==> config.mk <==
export PLATFORM = sky130hd
export DESIGN_NAME = dmem_bus_adapter_flat
export DESIGN_NICKNAME = d
export VERILOG_FILES = /design/src/rtl/dmem_pkg.sv /design/src/rtl/dmem_bus_adapter_if.sv /design/src/rtl/dmem_store_align.sv /design/src/rtl/dmem_bus_adapter.sv /design/src/flat_wrapper.sv
export SDC_FILE = /design/constraint.sdc
export NUM_CORES = 1
export LEC_CHECK = 0
export CAP_MARGIN = 20
export CORE_UTILIZATION = 45
export CTS_CLUSTER_DIAMETER = 200
export DETAILED_ROUTE_END_ITERATION = 16
export GPL_TIMING_DRIVEN = 0
export PLACE_DENSITY = 0.83
export SETUP_SLACK_MARGIN = 0.3
export SLEW_MARGIN = 20
export SYNTH_ARGS = -nofsm -noshare
export SYNTH_HDL_FRONTEND = slang
export SYNTH_HIERARCHICAL = 1
export SYNTH_SLANG_ARGS = --single-unit
==> constraint.sdc <==
create_clock -name clk -period 4.7 [get_ports clk]
set_clock_uncertainty 0.2 [all_clocks]
set_input_delay 0.94 -clock clk [delete_from_list [all_inputs] [get_ports clk]]
set_output_delay 0.94 -clock clk [all_outputs]
set_load 0.01 [all_outputs]
==> src/rtl/dmem_pkg.sv <==
// Shared types and helpers for the data-memory bus adapter.
package dmem_pkg;

    typedef enum logic [1:0] {
        IDLE      = 2'd0,
        REQ       = 2'd1,
        WAIT_RESP = 2'd2,
        DONE      = 2'd3
    } dmem_state_t;

    localparam logic [1:0] SIZE_B = 2'b00;
    localparam logic [1:0] SIZE_H = 2'b01;
    localparam logic [1:0] SIZE_W = 2'b10;

    // Halves must sit on even addresses, words on multiples of four; the
    // unused size encoding 11 behaves like a word.
    function automatic logic misaligned_f(input logic [1:0] size, input logic [1:0] addr_lo);
        logic result;
        case (size)
            SIZE_B:  result = 1'b0;
            SIZE_H:  result = addr_lo[0];
            default: result = |addr_lo;
        endcase
        return result;
    endfunction

endpackage

==> src/rtl/dmem_bus_adapter_if.sv <==
// Valid/ready request plus response channel between the adapter and the data bus.
interface dmem_bus_adapter_if;

    logic        bus_req_valid;
    logic        bus_req_ready;
    logic [31:0] bus_req_addr;
    logic        bus_req_we;
    logic [31:0] bus_req_wdata;
    logic [3:0]  bus_req_wstrb;
    logic        bus_resp_valid;
    logic [31:0] bus_resp_data;
    logic        bus_resp_err;

    modport master (
        output bus_req_valid, bus_req_addr, bus_req_we, bus_req_wdata, bus_req_wstrb,
        input  bus_req_ready, bus_resp_valid, bus_resp_data, bus_resp_err
    );

    modport slave (
        input  bus_req_valid, bus_req_addr, bus_req_we, bus_req_wdata, bus_req_wstrb,
        output bus_req_ready, bus_resp_valid, bus_resp_data, bus_resp_err
    );

endinterface

==> src/rtl/dmem_store_align.sv <==
// Turns a store size, low address bits and low-justified store data into
// byte strobes and lane-replicated write data.
module dmem_store_align
    import dmem_pkg::*;
(
    input  logic [1:0]  size_i,
    input  logic [1:0]  addrLo_i,
    input  logic [31:0] writeData_i,
    output logic [3:0]  wstrb_o,
    output logic [31:0] wdata_o
);

    // Copy the value onto every lane it could land in; the strobes pick the real lanes
    always_comb begin
        wstrb_o = 4'b1111;
        wdata_o = writeData_i;
        case (size_i)
            SIZE_B: begin
                wstrb_o = 4'b0001 << addrLo_i;
                wdata_o = {4{writeData_i[7:0]}};
            end
            SIZE_H: begin
                wstrb_o = 4'b0011 << addrLo_i;
                wdata_o = {2{writeData_i[15:0]}};
            end
            default: begin
                wstrb_o = 4'b1111;
                wdata_o = writeData_i;
            end
        endcase
    end

endmodule

==> src/rtl/dmem_bus_adapter.sv <==
// Memory-stage to data-bus adapter: issues one bus transaction per aligned
// load/store, stalls the pipeline until it completes and returns the raw word.
module dmem_bus_adapter
    import dmem_pkg::*;
#(
    parameter int TIMEOUT_CYCLES = 1023
)(
    input  logic                clk,
    input  logic                reset,
    input  logic                M_mem_read,
    input  logic                M_mem_write,
    input  logic [1:0]          M_store_control,
    input  logic [31:0]         address,
    input  logic [31:0]         write_data,
    output logic [31:0]         read_data,
    output logic                stall,
    output logic                misaligned,
    output logic                bus_err,
    dmem_bus_adapter_if.master  bus
);

    // The counter must also hold TIMEOUT_CYCLES itself, reached when a request
    // is accepted on its very last allowed cycle.
    localparam int              CNT_W    = $clog2(TIMEOUT_CYCLES + 1);
    localparam logic [CNT_W-1:0] CNT_LAST = CNT_W'(TIMEOUT_CYCLES - 1);

    dmem_state_t      state_q, state_d;
    logic [CNT_W-1:0] timeoutCnt_q, timeoutCnt_d;
    logic [31:0]      addr_q, addr_d;
    logic             we_q, we_d;
    logic [31:0]      wdata_q, wdata_d;
    logic [3:0]       wstrb_q, wstrb_d;
    logic [31:0]      readData_q, readData_d;
    logic             err_q, err_d;

    logic             hasRequest;
    logic             isMisaligned;
    logic [3:0]       alignWstrb;
    logic [31:0]      alignWdata;
    logic             stallRaw;
    logic             misalignedRaw;
    logic             reqValidRaw;

    assign hasRequest   = M_mem_read | M_mem_write;
    assign isMisaligned = misaligned_f(M_store_control, address[1:0]);

    dmem_store_align u_store_align (
        .size_i      (M_store_control),
        .addrLo_i    (address[1:0]),
        .writeData_i (write_data),
        .wstrb_o     (alignWstrb),
        .wdata_o     (alignWdata)
    );

    // Next-state, request latch, timeout and response capture for the single outstanding access
    always_comb begin
        state_d       = state_q;
        timeoutCnt_d  = timeoutCnt_q;
        addr_d        = addr_q;
        we_d          = we_q;
        wdata_d       = wdata_q;
        wstrb_d       = wstrb_q;
        readData_d    = readData_q;
        err_d         = err_q;
        stallRaw      = 1'b0;
        misalignedRaw = 1'b0;
        reqValidRaw   = 1'b0;

        case (state_q)
            IDLE: begin
                if (hasRequest) begin
                    if (isMisaligned) begin
                        misalignedRaw = 1'b1;
                    end else begin
                        stallRaw     = 1'b1;
                        addr_d       = {address[31:2], 2'b00};
                        we_d         = M_mem_write;
                        wdata_d      = M_mem_write ? alignWdata : 32'h0;
                        wstrb_d      = M_mem_write ? alignWstrb : 4'b0000;
                        timeoutCnt_d = '0;
                        err_d        = 1'b0;
                        state_d      = REQ;
                    end
                end
            end
            REQ: begin
                stallRaw    = 1'b1;
                reqValidRaw = 1'b1;
                // An acceptance wins over the timeout so the bus never sees a
                // handshake that the adapter then ignores.
                if (bus.bus_req_ready) begin
                    timeoutCnt_d = timeoutCnt_q + CNT_W'(1);
                    state_d      = WAIT_RESP;
                end else if (timeoutCnt_q >= CNT_LAST) begin
                    readData_d = 32'h0;
                    err_d      = 1'b1;
                    state_d    = DONE;
                end else begin
                    timeoutCnt_d = timeoutCnt_q + CNT_W'(1);
                end
            end
            WAIT_RESP: begin
                stallRaw = 1'b1;
                if (bus.bus_resp_valid) begin
                    readData_d = bus.bus_resp_err ? 32'h0 : bus.bus_resp_data;
                    err_d      = bus.bus_resp_err;
                    state_d    = DONE;
                end else if (timeoutCnt_q >= CNT_LAST) begin
                    readData_d = 32'h0;
                    err_d      = 1'b1;
                    state_d    = DONE;
                end else begin
                    timeoutCnt_d = timeoutCnt_q + CNT_W'(1);
                end
            end
            DONE: begin
                state_d = IDLE;
            end
            default: begin
                state_d = IDLE;
            end
        endcase
    end

    // State and datapath registers, cleared asynchronously so an in-flight access is dropped
    always_ff @(posedge clk or negedge reset) begin
        if (!reset) begin
            state_q      <= IDLE;
            timeoutCnt_q <= '0;
            addr_q       <= 32'h0;
            we_q         <= 1'b0;
            wdata_q      <= 32'h0;
            wstrb_q      <= 4'b0000;
            readData_q   <= 32'h0;
            err_q        <= 1'b0;
        end else begin
            state_q      <= state_d;
            timeoutCnt_q <= timeoutCnt_d;
            addr_q       <= addr_d;
            we_q         <= we_d;
            wdata_q      <= wdata_d;
            wstrb_q      <= wstrb_d;
            readData_q   <= readData_d;
            err_q        <= err_d;
        end
    end

    assign stall             = reset & stallRaw;
    assign misaligned        = reset & misalignedRaw;
    assign bus_err           = reset & (state_q == DONE) & err_q;
    assign read_data         = readData_q;
    assign bus.bus_req_valid = reset & reqValidRaw;
    assign bus.bus_req_addr  = addr_q;
    assign bus.bus_req_we    = we_q;
    assign bus.bus_req_wdata = wdata_q;
    assign bus.bus_req_wstrb = wstrb_q;

endmodule

==> src/flat_wrapper.sv <==
// flat-port wrapper written by rule: the top's interface ports become plain ports
module dmem_bus_adapter_flat import dmem_pkg::*;
#(
    parameter int TIMEOUT_CYCLES = 1023
)
  (clk, reset, M_mem_read, M_mem_write, M_store_control, address, write_data, read_data, stall, misaligned, bus_err, bus_bus_req_valid, bus_bus_req_addr, bus_bus_req_we, bus_bus_req_wdata, bus_bus_req_wstrb, bus_bus_req_ready, bus_bus_resp_valid, bus_bus_resp_data, bus_bus_resp_err);
  dmem_bus_adapter_if bus_i ();
  input  logic clk;
  input  logic reset;
  input  logic M_mem_read;
  input  logic M_mem_write;
  input  logic [1:0] M_store_control;
  input  logic [31:0] address;
  input  logic [31:0] write_data;
  output logic [31:0] read_data;
  output logic stall;
  output logic misaligned;
  output logic bus_err;
  output wire logic [$bits(bus_i.bus_req_valid)-1:0] bus_bus_req_valid;
  output wire logic [$bits(bus_i.bus_req_addr)-1:0] bus_bus_req_addr;
  output wire logic [$bits(bus_i.bus_req_we)-1:0] bus_bus_req_we;
  output wire logic [$bits(bus_i.bus_req_wdata)-1:0] bus_bus_req_wdata;
  output wire logic [$bits(bus_i.bus_req_wstrb)-1:0] bus_bus_req_wstrb;
  input wire logic [$bits(bus_i.bus_req_ready)-1:0] bus_bus_req_ready;
  input wire logic [$bits(bus_i.bus_resp_valid)-1:0] bus_bus_resp_valid;
  input wire logic [$bits(bus_i.bus_resp_data)-1:0] bus_bus_resp_data;
  input wire logic [$bits(bus_i.bus_resp_err)-1:0] bus_bus_resp_err;
  assign bus_bus_req_valid = bus_i.bus_req_valid;
  assign bus_bus_req_addr = bus_i.bus_req_addr;
  assign bus_bus_req_we = bus_i.bus_req_we;
  assign bus_bus_req_wdata = bus_i.bus_req_wdata;
  assign bus_bus_req_wstrb = bus_i.bus_req_wstrb;
  assign bus_i.bus_req_ready = bus_bus_req_ready;
  assign bus_i.bus_resp_valid = bus_bus_resp_valid;
  assign bus_i.bus_resp_data = bus_bus_resp_data;
  assign bus_i.bus_resp_err = bus_bus_resp_err;
  dmem_bus_adapter #(.TIMEOUT_CYCLES(TIMEOUT_CYCLES)) u_core (.clk(clk), .reset(reset), .M_mem_read(M_mem_read), .M_mem_write(M_mem_write), .M_store_control(M_store_control), .address(address), .write_data(write_data), .read_data(read_data), .stall(stall), .misaligned(misaligned), .bus_err(bus_err), .bus(bus_i));
endmodule
==> summary.md, run 1 <==
| Metric | Value |
|---|---|
| Status | completed |
| Pwr Total | 4.27 mW |
| Remaining DRCs | 0 |
| FF-to-FF setup slack | 2330 ps |
| Most common cell after layout, fill and taps aside | clkdlybuf4s50_1 |
| Vias per cell | 5.39 |
| FF-to-FF Start | u_core/state_q[1] |
| CP Cell Sequence | clkdlybuf4s50_1 -> o21ai_2 -> o2111ai_2 -> buf_4 -> nor2b_1 -> nor3b_1 -> clkdlybuf4s50_1 |
| Fin area | 7760 sq um |
| Worst-path clk slew | 70 ps |
| Most frequent cells in the layout | clkdlybuf4s50_1 (205), dfrtp_1 (112), nand2_1 (88) |
| Internal Power | 2.83 mW |
| Sequential-to-total area share from yosys stat | 54.1% |
| Met3 Use GR | 3.79% |
| Setup ws final | 499 ps |
| Bufs and invs on worst path | 3 |
| Number of synthesized flops with an enable pin | 0 |
| Die extent in y | 109 microns |
| Routed Antenna Nets | 0 |
| Die area | 11900 sq um |
| Yosys top cell by area | dfrtp_1 |
| IO Count | 210 |
| Critical path type | in -> out |
| Maxcap violations | 0 |
| Synth area leaders | dfrtp_1 (54%), nand2_1 (6.4%), mux2_2 (5.7%) |
| Share of layout cells above drive strength 1 | 11.1% |
| Crit path time final | 4200 ps |
| Most frequent CP cell | clkdlybuf4s50_1 |
| Synth cell types | 48 |
| Placement Setup Slack | 34.7 ps |
| Clock buffer count from CTS | 9 |
| Worst Max-Slew Pin Slew | 543 ps |
| Cells on worst reg2reg path | 7 |
| Fillcell total | 809 |
| Syn Area/Cell | 11.0 sq um |
| Critical Path Stages | 7 |
| CP max stage delay | 580 ps |
| Initial antenna violation count | 0 |
| CP Max Fanout | 10 |
| Top_reg_cell synth | dfrtp_1 |
| Hold/Removal Path Class | in -> async |
| Via count | 4503 |
| Placed inst area | 7460 sq um |
| Met1 Use GR | 30.8% |
| Initial drt markers | 208 |
| Max-slew headroom | 63.8% |
| Nets | 804 |
| FMAX | 238 MHz |
| Clock buffer depth | 2 |
| Gate Count Post-Synth | 472 |
| 1st-pass router iterations | 7 |
| Lkg Pwr | 3.42 nW |
| Combinational fraction of design power | 45.3% |
| PwrDens | 550 nW/um^2 |
| Worst R2R End | u_core/read_data[24] |
| # H-tree levels | 3 |
| WL per Instance | 17.6 microns |
| Total gr overflow | 0 |
| Core Rows | 38 |
| Worst path required time | 3560 ps |
| Worst VDD drop | 0.000408 V |
| Top cell family by delay on the critical path | buffers and inverters |
| Vias in the first global route | 4582 |
| Period utilization | 89.4% |
| Yosys top cell area share | 54.1% |
| Largest net degree at the start of global routing | 84 |
| Antenna Cells | 0 |
| Mapped Area | 5180 sq um |
| Latest clock arrival within the worst-skew pair | 360 ps |
| Hold buffer count at cts | 0 |
| Clk pwr share | 17.7% |
| Synth Register Bits | 112 |
| Starting density of the core | 47.0% |
| IO buf count | 207 |
| Dpl cells | 821 |
| Post-CTS repair timing setup buffer count | 0 |
| CP endpoint kind | output port |
| Worst Setup Start Kind | input pin |
| Fraction of registers with async set or reset after synthesis | 100% |
| # clock sinks | 112 |
| Met2 usage | 43.6% |
| GRT Overall Usage | 25.2% |
| TritonCTS clock tree | yes |
| Clk root buf | clkbuf_16 |
| Syn-to-layout area delta | 49.9% |
| Sw Share | 33.8% |
| Top Usage Layer GRT | met2 |
| Die Wd | 109 microns |
| Max Slew Vio Count | 0 |
| Highest-delay cell along the critical path | clkdlybuf4s50_1 |
| Unrepaired setup endpoints after global routing | no |
| Final HPWL DP | 11100 microns |
| Routed WL | 14700 microns |
| GP Congestion | 0.878 |
| Core Area | 11000 sq um |
| CP Data Arrival Time | 3060 ps |
| TNS Setup | 0 ps |
| Register share of total power | 37.0% |
| Cell Count, Final, Fillers Out | 836 |
| First-pass GRT wire length | 22700 microns |
| Endpoints failing setup | 0 |
| Switching power | 1.45 mW |
| Final Hold Fails | 0 |
| Ys Warns | 6 |
## cell type report
cell class | instances | area, sq um | share of cell area (%)
buffer | 38 | 235 | 3.03
clock buffer | 10 | 239 | 3.08
clock inverter | 5 | 47.5 | 0.613
inverter | 6 | 22.5 | 0.290
multi-input combinational | 317 | 2140 | 27.5
sequential | 112 | 2800 | 36.1
tap | 140 | 175 | 2.26
timing repair buffer | 208 | 2100 | 27.1
## cells in the mapped netlist (5+ instances only)
master / instances
dfrtp_1: 112
nand2_1: 88
o21ai_0: 34
a22o_1: 32
mux2_2: 26
mux2_1: 21
o21ai_1: 19
clkbuf_1: 17
a21oi_1: 11
buf_4: 11
mux2i_1: 9
a31oi_1: 8
ha_1: 7
nor2_1: 7
and3_1: 6
inv_1: 6
nand3_1: 6
buf_2: 5
## worst max-delay path by stage
stage | end | start
global placement | misaligned | reset
detailed placement | stall | M_store_control[0]
global route | stall | M_store_control[1]
finish | stall | M_store_control[1]
CTS | stall | M_store_control[0]
floorplan | stall | M_store_control[1]
## per-layer routing
| metal | vias to the layer above | part of all wire, % |
|---|---|---|
| met5 | - | 0 |
| met4 | 0 | 2.8 |
| met3 | 26 | 5.5 |
| met2 | 164 | 52 |
| met1 | 2217 | 40 |
| li1 | 2096 | - |
## flip-flops by register name, indices dropped and copies added, names as in the netlist
name,flops
u_core/bus.bus_req_wdata,32
u_core/read_data,32
u_core/bus.bus_req_addr,30
u_core/timeoutCnt_q,10
u_core/bus.bus_req_wstrb,4
u_core/state_q,2
u_core/bus.bus_req_we,1
u_core/err_q,1
## through the flow
| step | utilization (%) | hold slack (ps) |
|---|---|---|
| 2_1_floorplan | - | 245 |
| 3_3_place_gp | 67.4 | 264 |
| 3_5_place_dp | 67.6 | 274 |
| 4_1_cts | 70.3 | 273 |
| 5_1_grt | 70.4 | 296 |
| 6_report | 70.4 | 267 |
## worst reg2reg max path, stage by stage (launching register included)
cell and delay (ps):
dfrtp_1 380, inv_1 90, ha_1 270, nand2_1 210, nand3_1 110, nor2_1 350
clkbuf_1 450, a22o_1 240
## power groups by stage
stage	sequential (mW)	clock, mW	combinational [mW]
detailed placement	1.60	0	1.93
CTS	1.58	0.771	1.95
global placement	1.58	0	1.87
finish	1.58	0.756	1.94
floorplan	1.75	0	0.657
global route	1.63	0.802	2.09
## kinds of logic (layout without fill, tap and decap cells)
family	after synthesis	after routing	share of synthesized area [%]
AOI/OAI and AO/OA	122	122	15.7
adders and majority gates	7	7	1.69
buffers and inverters	44	267	4.90
DFF	112	112	54.1
muxes	56	56	12.0
other	1	2	0.0724
and+or+nand+nor	130	130	11.5
## what timing repair did
action,in CTS,in global routing
resized for setup,4,2
endpoints found under the hold margin,0,0
endpoints found under the setup margin,1,1
No activity file was read; power rests on OpenSTA's default activity.
==> run 2, diff against run 1 <==
--- a/config.mk
+++ b/config.mk
@@ -9,10 +9,9 @@
 export CORE_UTILIZATION = 45
 export CTS_CLUSTER_DIAMETER = 200
 export DETAILED_ROUTE_END_ITERATION = 16
-export GPL_TIMING_DRIVEN = 0
+export GPL_TIMING_DRIVEN = 1
 export PLACE_DENSITY = 0.83
 export SETUP_SLACK_MARGIN = 0.3
-export SLEW_MARGIN = 20
 export SYNTH_ARGS = -nofsm -noshare
 export SYNTH_HDL_FRONTEND = slang
 export SYNTH_HIERARCHICAL = 1
==> summary.md, run 2 (synthesized netlist as in run 1, its figures left out) <==
| Metric | Value |
|---|---|
| Endpoints failing setup | 0 (unchanged) |
| Worst Setup Start Kind | input pin |
| CP max stage delay | 590 ps (about the same) |
| Routed Antenna Nets | 0 (unchanged) |
| Total gr overflow | 0 (unchanged) |
| Dpl cells | 788 (-4.0%) |
| WHS | 281 ps (+14.0 ps) |
| Clock buffer depth | 2 (unchanged) |
| TritonCTS clock tree | yes |
| Worst Max-Slew Pin Slew | 1010 ps (+464 ps) |
| # clock sinks | 112 (unchanged) |
| Largest net degree at the start of global routing | 104 (+24%) |
| Highest-delay cell along the critical path | clkdlybuf4s50_1 |
| Hold/Removal Path Class | reg -> reg |
| IO Count | 210 (unchanged) |
| Max-slew headroom | 32.8% (-31 points) |
| 1st-pass router iterations | 4 (-3) |
| Via count | 4274 (-5.1%) |
| PwrDens | 557 nW/um^2 (+1.2%) |
| Internal Power | 2.80 mW (-0.98%) |
| Initial drt markers | 278 (+34%) |
| WL per Instance | 17.1 microns (-2.7%) |
| Syn-to-layout area delta | 45.8% |
| Maxcap violations | 0 (unchanged) |
| Initial antenna violation count | 0 (unchanged) |
| Most frequent cells in the layout | clkdlybuf4s50_1 (206), dfrtp_1 (112), nand2_1 (88) |
| Post-cts resize count | 0 (-4) |
| Combinational fraction of design power | 45.0% (-0.3 points) |
| # H-tree levels | 3 (unchanged) |
| GP Congestion | 0.827 (-5.8%) |
| Core Area | 11000 sq um (unchanged) |
| Worst-path clk slew | 70 ps (about the same) |
| Fin area | 7550 sq um (-2.7%) |
| Placement Setup Slack | 522 ps (+488 ps) |
| Critical Path Stages | 6 (-1) |
| Latest clock arrival within the worst-skew pair | 340 ps (-20 ps) |
| Antenna Cells | 0 (unchanged) |
| Remaining DRCs | 0 (unchanged) |
| Sw Share | 33.5% (-0.35 points) |
| CP endpoint kind | output port |
| Bufs and invs on worst path | 2 (-1) |
| Vias per cell | 5.32 (-1.3%) |
| Top cell family by delay on the critical path | buffers and inverters |
| CP Data Arrival Time | 3030 ps (-30 ps) |
| Nets | 771 (-4.1%) |
| Worst path required time | 3560 ps (about the same) |
| Clock buffer count from CTS | 9 (unchanged) |
| Status | completed |
| Most common cell after layout, fill and taps aside | clkdlybuf4s50_1 |
| Placed inst area | 7260 sq um (-2.7%) |
| Most frequent CP cell | clkdlybuf4s50_1 |
| Period utilization | 88.8% (-0.58 points) |
| Cell Count, Final, Fillers Out | 804 (-3.8%) |
| Post-CTS repair timing setup buffer count | 0 (unchanged) |
| Final HPWL DP | 9860 microns (-11%) |
| Die extent in y | 109 microns (unchanged) |
| Clk pwr share | 17.7% (about the same) |
| Core Rows | 38 (unchanged) |
| Register share of total power | 37.3% (+0.3 points) |
| GRT Overall Usage | 23.9% (-1.2 points) |
| Cells on worst reg2reg path | 7 (unchanged) |
| TNS Setup | 0 ps (unchanged) |
| IO buf count | 207 (unchanged) |
| Die Wd | 109 microns (unchanged) |
| Final Hold Fails | 0 (unchanged) |
| Hold depth | 2 |
| Starting density of the core | 47.0% (unchanged) |
| Clk root buf | clkbuf_16 |
| Vias in the first global route | 4404 (-3.9%) |
| Share of layout cells above drive strength 1 | 9.19% (-1.9 points) |
| Setup ws final | 527 ps (+27.2 ps) |
| FMAX | 240 MHz (+0.65%) |
| Lkg Pwr | 3.29 nW (-3.6%) |
| Critical path type | in -> out |
| Die area | 11900 sq um (unchanged) |
| Switching power | 1.41 mW (-2.5%) |
| Crit path time final | 4170 ps (-27.2 ps) |
| Routed WL | 13800 microns (-6.4%) |
| Hold buffer count at cts | 0 (unchanged) |
| CP Max Fanout | 8 (-2) |
| Max Slew Vio Count | 0 (unchanged) |
| Unrepaired setup endpoints after global routing | no |
| First-pass GRT wire length | 21900 microns (-3.4%) |
| Worst VDD drop | 0.000293 V (-28%) |
| CP Cell Sequence | clkdlybuf4s50_1 -> o21ai_1 -> o2111ai_4 -> nor2b_1 -> nor3b_1 -> clkdlybuf4s50_1 |
-- run 2: cell count changes in the layout (fill, tap and decap cells not counted), sizes merged --
cell / before / now
inv: 10 / 9
clkbuf: 26 / 10
buf: 24 / 7
clkinvlp: 1 / 2
clkinv: 0 / 1
dlymetal6s2s: 1 / 0
clkdlybuf4s50: 205 / 206
-- run 2: cell type report --
| class | instances | area [sq um] |
|---|---|---|
| clock buffers | 10 | 239 |
| clock inverters | 6 | 51.3 |
| fillers | 854 | 3480 |
| inverters | 6 | 22.5 |
| multi-input cells | 317 | 2150 |
| flip-flops and latches | 112 | 2800 |
| well taps | 140 | 175 |
| repair buffers | 213 | 2110 |
-- run 2: path summary, 6_finish.rpt --
check	start	slack (ps)	to
worst max-delay path	M_store_control[1]	530	stall
worst min register to register	u_core/bus.bus_req_wdata[11]	280	u_core/bus.bus_req_wdata[11]
min in group asynchronous	reset	370	u_core/bus.bus_req_addr[28]
max in group asynchronous	reset	2600	u_core/read_data[6]
worst max register to register	u_core/timeoutCnt_q[0]	2040	u_core/read_data[23]
worst min-delay path	u_core/bus.bus_req_wdata[11]	280	u_core/bus.bus_req_wdata[11]
-- run 2: worst register-to-register path, delay by kind of cell (launching register included) --
kind / cells / cell delay, ps
flops: 1 / 400
fa+ha+maj: 1 / 200
buf+inv: 1 / 90
compound gates: 3 / 1310
simple gates: 2 / 400
-- run 2: metrics by stage --
stage	utilization, %	power, mW
floorplan	-	2.41
global placement	65.8	3.41
detailed placement	65.8	3.49
CTS	68.5	4.24
global route	68.5	4.48
finish	68.5	4.21
-- run 2: power groups by stage --
stage | combinational [mW] | sequential (mW) | clock (mW)
final | 1.89 | 1.57 | 0.745
after global routing | 2.05 | 1.63 | 0.799
after CTS | 1.91 | 1.58 | 0.762
after detailed placement | 1.90 | 1.59 | 0
after global placement | 1.85 | 1.56 | 0
after floorplan | 0.657 | 1.75 | 0
-- run 2: routing by layer --
layer | vias up | GRT usage, % | part of all wire, % | wire (microns)
li1 | 2023 | - | - | -
met1 | 2066 | 29.4 | 40 | 5560
met2 | 147 | 40.9 | 51 | 6960
met3 | 38 | 3.44 | 5.4 | 744
met4 | 0 | 12.6 | 3.5 | 484
met5 | - | 0 | 0 | 0
